`src/rtl/uart_pkg.sv`:
```
// Shared UART definitions: parity modes, transmitter state encoding, parity helper.
// Used by the configurable transmitter and the future configurable receiver.
package uart_pkg;

    localparam logic [1:0] PARITY_NONE = 2'b00;
    localparam logic [1:0] PARITY_ODD  = 2'b01;
    localparam logic [1:0] PARITY_EVEN = 2'b10;
    localparam logic [1:0] PARITY_MARK = 2'b11;

    typedef enum logic [2:0] {
        TX_IDLE,
        TX_START,
        TX_DATA,
        TX_PARITY,
        TX_STOP
    } tx_state_t;

    // data_xor is the XOR-reduction of the character; PARITY_NONE never reaches the line.
    function automatic logic parity_bit(input logic [1:0] mode, input logic data_xor);
        case (mode)
            PARITY_ODD:  parity_bit = ~data_xor;
            PARITY_EVEN: parity_bit = data_xor;
            default:     parity_bit = 1'b1;
        endcase
    endfunction

endpackage

```
`src/rtl/uart_bit_timer.sv`:
```
// Oversample divider: counts tick_os pulses and flags the last tick of each bit period.
// Latency: bit_end is combinational from tick_os and the sub counter.
// Backpressure: none; clear holds the counter at zero.
module uart_bit_timer #(
    parameter int OVERSAMPLE = 16
) (
    input  logic clk,
    input  logic rst,
    input  logic tick_os,
    input  logic clear,
    output logic bit_end
);

    localparam int SUB_W = $clog2(OVERSAMPLE);

    logic [SUB_W-1:0] sub;

    assign bit_end = tick_os && (sub == SUB_W'(OVERSAMPLE - 1));

    always_ff @(posedge clk) begin
        if (rst || clear) begin
            sub <= '0;
        end else if (tick_os) begin
            sub <= bit_end ? '0 : sub + 1'b1;
        end
    end

endmodule

```
`src/rtl/uart_tx_cfg.sv`:
```
// Configurable UART transmitter: DATA_BITS data, optional parity, 1/2 stop bits, LSB first.
// Latency: accepted character starts its start bit one clk after the accept edge when idle.
// Backpressure: s_ready low while the one-entry holding register is full.
module uart_tx_cfg
    import uart_pkg::*;
#(
    parameter int DATA_BITS  = 8,
    parameter int OVERSAMPLE = 16
) (
    input  logic                 clk,
    input  logic                 rst,
    input  logic                 tick_os,
    input  logic [DATA_BITS-1:0] s_data,
    input  logic                 s_valid,
    output logic                 s_ready,
    input  logic [1:0]           parity_mode,
    input  logic                 stop2,
    output logic                 tx,
    output logic                 busy,
    output logic                 tx_done
);

    localparam int BW = $clog2(DATA_BITS + 1);

    tx_state_t            state, state_n;
    logic [DATA_BITS-1:0] hold;
    logic                 hold_full;
    logic [DATA_BITS-1:0] shreg, shreg_n;
    logic [BW-1:0]        bitcnt, bitcnt_n;
    logic                 stop_cnt, stop_cnt_n;
    logic                 par_en, par_bit, stop2_q;
    logic                 tx_n, busy_n, done_n;
    logic                 load;
    logic                 bit_end;

    assign s_ready = ~hold_full;

    uart_bit_timer #(.OVERSAMPLE(OVERSAMPLE)) u_bit_timer (
        .clk     (clk),
        .rst     (rst),
        .tick_os (tick_os),
        .clear   ((state == TX_IDLE) || load),
        .bit_end (bit_end)
    );

    always_comb begin
        state_n    = state;
        shreg_n    = shreg;
        bitcnt_n   = bitcnt;
        stop_cnt_n = stop_cnt;
        tx_n       = tx;
        busy_n     = busy;
        done_n     = 1'b0;
        load       = 1'b0;
        case (state)
            TX_IDLE: begin
                load = hold_full;
            end
            TX_START: begin
                if (bit_end) begin
                    state_n = TX_DATA;
                    tx_n    = shreg[0];
                end
            end
            TX_DATA: begin
                if (bit_end) begin
                    shreg_n  = shreg >> 1;
                    bitcnt_n = bitcnt + 1'b1;
                    if (bitcnt == BW'(DATA_BITS - 1)) begin
                        if (par_en) begin
                            state_n = TX_PARITY;
                            tx_n    = par_bit;
                        end else begin
                            state_n    = TX_STOP;
                            tx_n       = 1'b1;
                            stop_cnt_n = 1'b0;
                        end
                    end else begin
                        tx_n = shreg[1];
                    end
                end
            end
            TX_PARITY: begin
                if (bit_end) begin
                    state_n    = TX_STOP;
                    tx_n       = 1'b1;
                    stop_cnt_n = 1'b0;
                end
            end
            TX_STOP: begin
                if (bit_end) begin
                    if (stop_cnt == stop2_q) begin
                        done_n = 1'b1;
                        // A waiting character starts immediately: no idle bit between frames.
                        if (hold_full) begin
                            load = 1'b1;
                        end else begin
                            state_n = TX_IDLE;
                            busy_n  = 1'b0;
                        end
                    end else begin
                        stop_cnt_n = 1'b1;
                    end
                end
            end
            default: state_n = TX_IDLE;
        endcase
        if (load) begin
            state_n  = TX_START;
            shreg_n  = hold;
            bitcnt_n = '0;
            tx_n     = 1'b0;
            busy_n   = 1'b1;
        end
    end

    always_ff @(posedge clk) begin
        if (rst) begin
            state     <= TX_IDLE;
            hold      <= '0;
            hold_full <= 1'b0;
            shreg     <= '0;
            bitcnt    <= '0;
            stop_cnt  <= 1'b0;
            par_en    <= 1'b0;
            par_bit   <= 1'b0;
            stop2_q   <= 1'b0;
            tx        <= 1'b1;
            busy      <= 1'b0;
            tx_done   <= 1'b0;
        end else begin
            state    <= state_n;
            shreg    <= shreg_n;
            bitcnt   <= bitcnt_n;
            stop_cnt <= stop_cnt_n;
            tx       <= tx_n;
            busy     <= busy_n;
            tx_done  <= done_n;
            if (s_valid && s_ready) begin
                hold      <= s_data;
                hold_full <= 1'b1;
            end else if (load) begin
                hold_full <= 1'b0;
            end
            // Line configuration is frozen per frame at load time.
            if (load) begin
                par_en  <= (parity_mode != PARITY_NONE);
                par_bit <= parity_bit(parity_mode, ^hold);
                stop2_q <= stop2;
            end
        end
    end

endmodule
```
`config.mk`:
```
export PLATFORM = sky130hd
export DESIGN_NAME = uart_tx_cfg
export DESIGN_NICKNAME = d
export VERILOG_FILES = /design/src/rtl/uart_pkg.sv /design/src/rtl/uart_bit_timer.sv /design/src/rtl/uart_tx_cfg.sv
export SDC_FILE = /design/constraint.sdc
export NUM_CORES = 1
export LEC_CHECK = 0
export BUFFER_PORTS_ARGS = -buffer_cell sky130_fd_sc_hd__buf_2
export CORE_MARGIN = 1
export CORE_UTILIZATION = 50
export DETAILED_ROUTE_END_ITERATION = 10
export GPL_ROUTABILITY_DRIVEN = 0
export PLACE_DENSITY = 0.7
export RECOVER_POWER = 100
export SYNTH_ARGS = -nofsm -noshare
export SYNTH_HDL_FRONTEND = slang
export SYNTH_SLANG_ARGS = --single-unit
export TNS_END_PERCENT = 30
```
`constraint.sdc`:
```
create_clock -name clk -period 5.26 [get_ports clk]
set_input_delay 0 -clock clk [delete_from_list [all_inputs] [get_ports clk]]
set_output_delay 0 -clock clk [all_outputs]
set_load 0.03 [all_outputs]
```
==> results.txt, run 1 <==
number of clock buffers inserted by TritonCTS - 5
Yosys warnings - 0
Floorplan Core Area - 3078 sq um
detailed-routing iteration count for the pre-antenna-repair pass - 4
HPWL Detailed - 2225 um
data required time at the worst endpoint - 5500 ps
depth of the CTS H-tree - 2
P_leak - 0.7404 nW
fraction of power consumed by the clock network - 0.289
number of antenna violations at the first check in global routing - 0
number of design rule violations left after detail routing - 0
number of buffers between clock root and the deepest sink - 2
Netlist Area Pre-Place - 1643 sq um
unrepaired setup endpoints after global routing - false
final setup violation count - 0
number of gates given a new drive strength after cts - 0
Slew Limit Fails - 0
end of the worst register-to-register path - bitcnt[3]
f_max - 400.0 MHz
Filler Cell Count - 283
depth of the worst register-to-register path - 6
All-Layer GR Usage - 0.2067
number of cells produced by synthesis - 191
vertical die dimension - 59.32 um
site row count - 20
number of max-cap violations - 0
CTS tree - built
Skew-Pair Late Insertion Delay - 350 ps
sequential fraction of design power - 0.563
clock tree root buffer cell - sky130_fd_sc_hd__clkbuf_4
FFs w/ async S/R, synth - 0
critical path endpoint category - register
Max Fanout on Critical Path - 18
worst min-delay path startpoint - parity_mode[1]
path type of the worst setup path - register to register
# nets final - 236
clock transition at the registers of the reported paths - 110 ps
post-route cell area - 1871 sq um
Mean Syn Cell Area - 8.601 sq um
skew final - 12.47 ps
die area - 3519 sq um
final worst path period share - 0.4753
library cells used by synthesis - 37
Detailed Route Iter0 Violations - 75
per-cell via count in the routed design - 5.350
launch point of the critical path - u_bit_timer.sub[0]
Tightest Pin Transition - 893.2 ps
sequential cell area fraction in the yosys report - 0.4265
final-report hold violation count - 0
critical register-to-register path startpoint - u_bit_timer.sub[0]
most common cell after layout, fill and taps aside - sky130_fd_sc_hd__dfxtp_1
Post-Place Setup Slack - 3139 ps
buffers inserted during post-CTS setup optimization - 0
run status - finished clean
initial cell density of the core - 0.5337
port buffer count - 18
fin util - 0.6077
clk sinks - 35
commonest non-fill, non-tap cells in the layout - 35 x sky130_fd_sc_hd__dfxtp_1, 32 x sky130_fd_sc_hd__nor2_1, 24 x sky130_fd_sc_hd__nand2_1
Sum Neg Setup Slack - 0 ps
count of nets left with antenna violations after detail routing - 0
global-route congestion overflow total - 0
final period demand of the worst path - 2500 ps
Sw Share - 0.2713
path type of the worst min-delay path - input pin to register
Yosys reg bits - 35
Placed Instance Area - 1720 sq um
combinational power share - 0.148
overall die width - 59.32 um
number of global-route vias before repair - 1291
total number of vias - 1391
count of flip-flops with a built-in enable after synthesis - 0
predominant post-synthesis flop cell - sky130_fd_sc_hd__dfxtp_1
Power per Cell Area - 276.9 nW/um^2
crit path setup slack, layout - 2760 ps
total inserted antenna cells - 0
first-pass GRT wire length - 5333 um
VDD IR max - 217.4 uV
total nets after synthesis - 211
net switching power - 0.1405 mW
number of primary I/O pins - 19
pin count of the biggest net entering global routing - 26
number of cells on the worst hold path - 4
end point of the worst hold path - par_en
cell internal power dissipation - 0.3774 mW
Crit path arrival time - 2740 ps
share of post-route cells with drive strength above 1 - 0.1157
synthesis-to-layout area growth - 13.86%
max-slew headroom at the worst pin - 0.4033
slack of the worst reg-to-reg path - 2760 ps
sum of routed wire length over all layers - 3205 um
crit start category - register
average detailed-routed wire length per instance - 12.33 um
[routing by layer]
layer	routed length [um]	global-route usage
met1	1432	0.2305
met4	81	0.1259
met2	1577	0.3547
met3	113	0.04803
met5	0	0
[worst max-delay path, cell delays in order (launching register included)]
cell and delay [ps]:
sky130_fd_sc_hd__dfxtp_1 400, sky130_fd_sc_hd__ha_1 220, sky130_fd_sc_hd__nand4_1 370, sky130_fd_sc_hd__o21ai_0 410
sky130_fd_sc_hd__nand3_1 490, sky130_fd_sc_hd__nand2_1 400, sky130_fd_sc_hd__nor2_1 90
[final cells by class]
cell class                      count  area [sq um]  area share
Inverter                            7         26.28     0.01405
Multi-Input combinational cell    138         837.1      0.4475
Tap cell                           44         55.05     0.02943
Clock inverter                      1         5.005    0.002676
Clock buffer                        6         51.30     0.02742
Timing Repair Buffer               29         195.2      0.1043
Sequential cell                    35         700.7      0.3746
[metrics by stage]
stage / hold slack [ps] / instances / total power [mW]
2_1_floorplan: 115.8 / 191 / 0.3515
3_3_place_gp: 234.3 / 242 / 0.3663
3_5_place_dp: 240.4 / 242 / 0.3686
4_1_cts: 58.45 / 260 / 0.5237
5_1_grt: 82.97 / 260 / 0.5439
6_report: 67.68 / 260 / 0.5179
[power by group through the flow]
stage | sequential, mW | clock, mW | combinational, mW
3_5_place_dp | 0.297 | 0 | 0.0712
4_1_cts | 0.291 | 0.155 | 0.0776
2_1_floorplan | 0.297 | 0 | 0.0542
5_1_grt | 0.294 | 0.165 | 0.0853
3_3_place_gp | 0.297 | 0 | 0.0691
6_report | 0.292 | 0.150 | 0.0764
[state kept, by name (all words and copies together) (netlist names), 3 cells and up]
register,flops
state,3
bitcnt,4
u_bit_timer.sub,4
hold,8
shreg,8
[worst max-delay path by stage]
stage                      endpoint  cells after the start
after global routing      bitcnt[3]                      6
after detailed placement  bitcnt[3]                      6
after CTS                 bitcnt[3]                      6
after global placement    bitcnt[3]                      6
final                     bitcnt[3]                      6
after floorplan            state[0]                      7
[synth_stat cells, types with 3 or more instances]
cell	count	area share
sky130_fd_sc_hd__nor3_1	5	0.015
sky130_fd_sc_hd__a21oi_1	11	0.034
sky130_fd_sc_hd__clkbuf_1	5	0.011
sky130_fd_sc_hd__a31oi_1	3	0.011
sky130_fd_sc_hd__xor2_1	5	0.027
sky130_fd_sc_hd__mux2i_1	11	0.067
sky130_fd_sc_hd__nand3_1	3	0.0091
sky130_fd_sc_hd__a311oi_1	8	0.043
sky130_fd_sc_hd__nor2_1	32	0.073
sky130_fd_sc_hd__buf_2	3	0.0091
sky130_fd_sc_hd__xnor2_1	7	0.037
sky130_fd_sc_hd__inv_1	7	0.016
sky130_fd_sc_hd__ha_1	5	0.038
sky130_fd_sc_hd__nand2_1	24	0.055
sky130_fd_sc_hd__dfxtp_1	35	0.43
[kinds of logic after synthesis]
family                     count (synthesis)  share of synthesized area
muxes                                     11                    0.06702
AOI/OAI and AO/OA                         31                     0.1264
xor gates and xnor gates                  12                    0.06398
DFF                                       35                     0.4265
and+or+nand+nor                           79                     0.2209
buffers and inverters                     18                    0.05712
adders and majority gates                  5                    0.03808
[timing repair]
action | CTS | global route
hold buffers | 11 | 0
setup endpoints to repair | 0 | 0
endpoints found under the hold margin | 12 | 0
Power figures use the tool's default switching activity.
==> run 2: changes to the inputs <==
--- a/config.mk
+++ b/config.mk
@@ -10,7 +10,7 @@
 export CORE_UTILIZATION = 50
 export DETAILED_ROUTE_END_ITERATION = 10
 export GPL_ROUTABILITY_DRIVEN = 0
-export PLACE_DENSITY = 0.7
+export PLACE_DENSITY = 0.73
 export RECOVER_POWER = 100
 export SYNTH_ARGS = -nofsm -noshare
 export SYNTH_HDL_FRONTEND = slang
==> constraint.sdc (replaced) <==
create_clock -name clk -period 2.1 [get_ports clk]
set_input_delay 0 -clock clk [delete_from_list [all_inputs] [get_ports clk]]
set_output_delay 0 -clock clk [all_outputs]
set_load 0.03 [all_outputs]
==> run 2 against run 1 <==
Compared with the run above:
- global-route usage is 0.95 points higher
- critical endpoint is now par_bit
- power grew to 2.7 times the previous value
- sequential share of layout area decreased by 0.86 points
- setup slack worse by 2500 ps
- routed wire length increased by 0.34%
- largest cell class unchanged
- sequential cell count stayed put
- sequential power is 150% higher
- critical path depth stayed put
- die area unchanged
- hold slack is essentially flat
- maximum frequency increased by 33%
==> results.txt, run 2 (synthesis results as in run 1) <==
HPWL Detailed - 2275 um (+2.2%)
skew final - 11.22 ps (-1.253 ps)
VDD IR max - 392.6 uV (+81%)
final setup violation count - 0 (unchanged)
number of design rule violations left after detail routing - 0 (unchanged)
depth of the CTS H-tree - 2 (unchanged)
Floorplan Core Area - 3078 sq um (unchanged)
first-pass GRT wire length - 5568 um (+4.4%)
combinational power share - 0.141 (-0.007)
termination of the worst setup path - par_bit
cell count after placement - 246 (+1.7%)
launch point of the critical path - u_bit_timer.sub[0]
end of the worst register-to-register path - par_bit
per-cell via count in the routed design - 5.254 (-1.8%)
Filler Cell Count - 279 (-1.4%)
net switching power - 0.3499 mW (+150%)
fin util - 0.6220 (+0.01423)
post-route non-filler standard cell count - 264 (+1.5%)
most common cell after layout, fill and taps aside - sky130_fd_sc_hd__dfxtp_1
commonest non-fill, non-tap cells in the layout - 35 x sky130_fd_sc_hd__dfxtp_1, 33 x sky130_fd_sc_hd__nor2_1, 24 x sky130_fd_sc_hd__nand2_1
sum of routed wire length over all layers - 3216 um (+0.34%)
largest registers in the final layout - hold x8, shreg x8
cell internal power dissipation - 1.038 mW (+180%)
Slew Limit Fails - 0 (unchanged)
# nets final - 240 (+1.7%)
number of antenna violations at the first check in global routing - 0 (unchanged)
Sum Neg Setup Slack - 0 ps (unchanged)
sequential fraction of design power - 0.525 (-0.038)
run status - finished clean
final period demand of the worst path - 1877 ps (-623.0 ps)
crit start category - register
Power per Cell Area - 725.2 nW/um^2 (+160%)
All-Layer GR Usage - 0.2163 (+0.009529)
average detailed-routed wire length per instance - 12.18 um (-1.2%)
synthesis-to-layout area growth - 16.53%
CTS tree - built
critical register-to-register path startpoint - u_bit_timer.sub[0]
depth of the worst register-to-register path - 6 (unchanged)
die area - 3519 sq um (unchanged)
Detailed Route Iter0 Violations - 39 (-48%)
final-report hold violation count - 0 (unchanged)
Placed Instance Area - 1750 sq um (+1.7%)
total number of vias - 1387 (-0.29%)
overall die width - 59.32 um (unchanged)
critical path endpoint category - register
number of global-route vias before repair - 1333 (+3.3%)
post-route cell area - 1914 sq um (+2.3%)
path type of the worst min-delay path - input pin to register
total inserted antenna cells - 0 (unchanged)
Tightest Pin Transition - 545.2 ps (-348.0 ps)
port buffer count - 18 (unchanged)
slack of the worst reg-to-reg path - 220 ps (-2540 ps)
pin count of the biggest net entering global routing - 26 (unchanged)
path type of the worst setup path - register to register
count of nets left with antenna violations after detail routing - 0 (unchanged)
number of clock buffers inserted by TritonCTS - 5 (unchanged)
f_max - 532.8 MHz (+33%)
Max Fanout on Critical Path - 7 (-11)
clock tree root buffer cell - sky130_fd_sc_hd__clkbuf_4
Crit path arrival time - 2130 ps (-610 ps)
clk sinks - 35 (unchanged)
number of max-cap violations - 0 (unchanged)
final worst path period share - 0.8938 (+0.4185)
Skew-Pair Late Insertion Delay - 340 ps (about the same)
initial cell density of the core - 0.5337 (unchanged)
detailed-routing iteration count for the pre-antenna-repair pass - 4 (unchanged)
number of buffers between clock root and the deepest sink - 2 (unchanged)
clock transition at the registers of the reported paths - 100 ps (about the same)
final hold slack - 68.16 ps (+0.4830 ps)
global-route congestion overflow total - 0 (unchanged)
Sw Share - 0.2520 (-0.01932)
fraction of power consumed by the clock network - 0.334 (+0.045)
max-slew headroom at the worst pin - 0.6365 (+0.2332)
unrepaired setup endpoints after global routing - false
site row count - 20 (unchanged)
number of primary I/O pins - 19 (unchanged)
data required time at the worst endpoint - 2350 ps (-3150 ps)
P_leak - 0.7683 nW (+3.8%)
vertical die dimension - 59.32 um (unchanged)
share of post-route cells with drive strength above 1 - 0.1227 (+0.006987)
-- run 2: timing repair --
item,4_1_cts,5_1_grt
buffers inserted,0,0
resized for setup,0,0
endpoints found under the hold margin,11,0
hold buffers,11,0
-- run 2: power groups by stage --
stage / clock network [mW] / registers (mW) / logic [mW]
after global placement: 0 / 0.743 / 0.178
after floorplan: 0 / 0.745 / 0.136
after global routing: 0.506 / 0.735 / 0.221
after CTS: 0.468 / 0.729 / 0.200
final: 0.463 / 0.729 / 0.196
after detailed placement: 0 / 0.745 / 0.183
-- run 2: worst max-delay path, cell delays in order, from the launching register on --
cell,delay (ps)
sky130_fd_sc_hd__dfxtp_1,410
sky130_fd_sc_hd__ha_1,220
sky130_fd_sc_hd__nand4_2,180
sky130_fd_sc_hd__o21ai_0,350
sky130_fd_sc_hd__and3_1,340
sky130_fd_sc_hd__nor2_1,70
sky130_fd_sc_hd__a311oi_1,220
-- run 2: cell type report --
cell class	count	area (sq um)	share of cell area
multi-input combinational	138	845.8	0.4418
sequential	35	700.7	0.3660
timing repair buffer	33	215.2	0.1124
tap	44	55.05	0.02876
clock buffer	6	41.29	0.02157
clock inverter	1	30.03	0.01569
inverter	7	26.28	0.01373
-- run 2: metrics by stage --
step           setup slack (ps)  total power, mW
6_report                  223.0            1.388
4_1_cts                   196.0            1.397
2_1_floorplan             425.6           0.8805
3_5_place_dp              214.2           0.9278
5_1_grt                   27.67            1.462
3_3_place_gp              307.8           0.9209
-- run 2: routing by layer --
metal	GRT usage	vias up	wire, um
met2	0.3692	29	1601
met4	0.09524	0	58
met1	0.2479	639	1434
met5	0	-	0
li1	-	711	-
met3	0.06550	8	122
-- run 2: worst min path at each step --
stage	start	slack (ps)	endpoint	cells after the start
after floorplan	s_valid	120	hold_full	2
after global placement	s_valid	210	hold_full	3
after detailed placement	s_valid	220	hold_full	3
after CTS	parity_mode[1]	60	par_bit	4
after global routing	parity_mode[1]	70	par_en	4
final	parity_mode[1]	70	par_bit	4
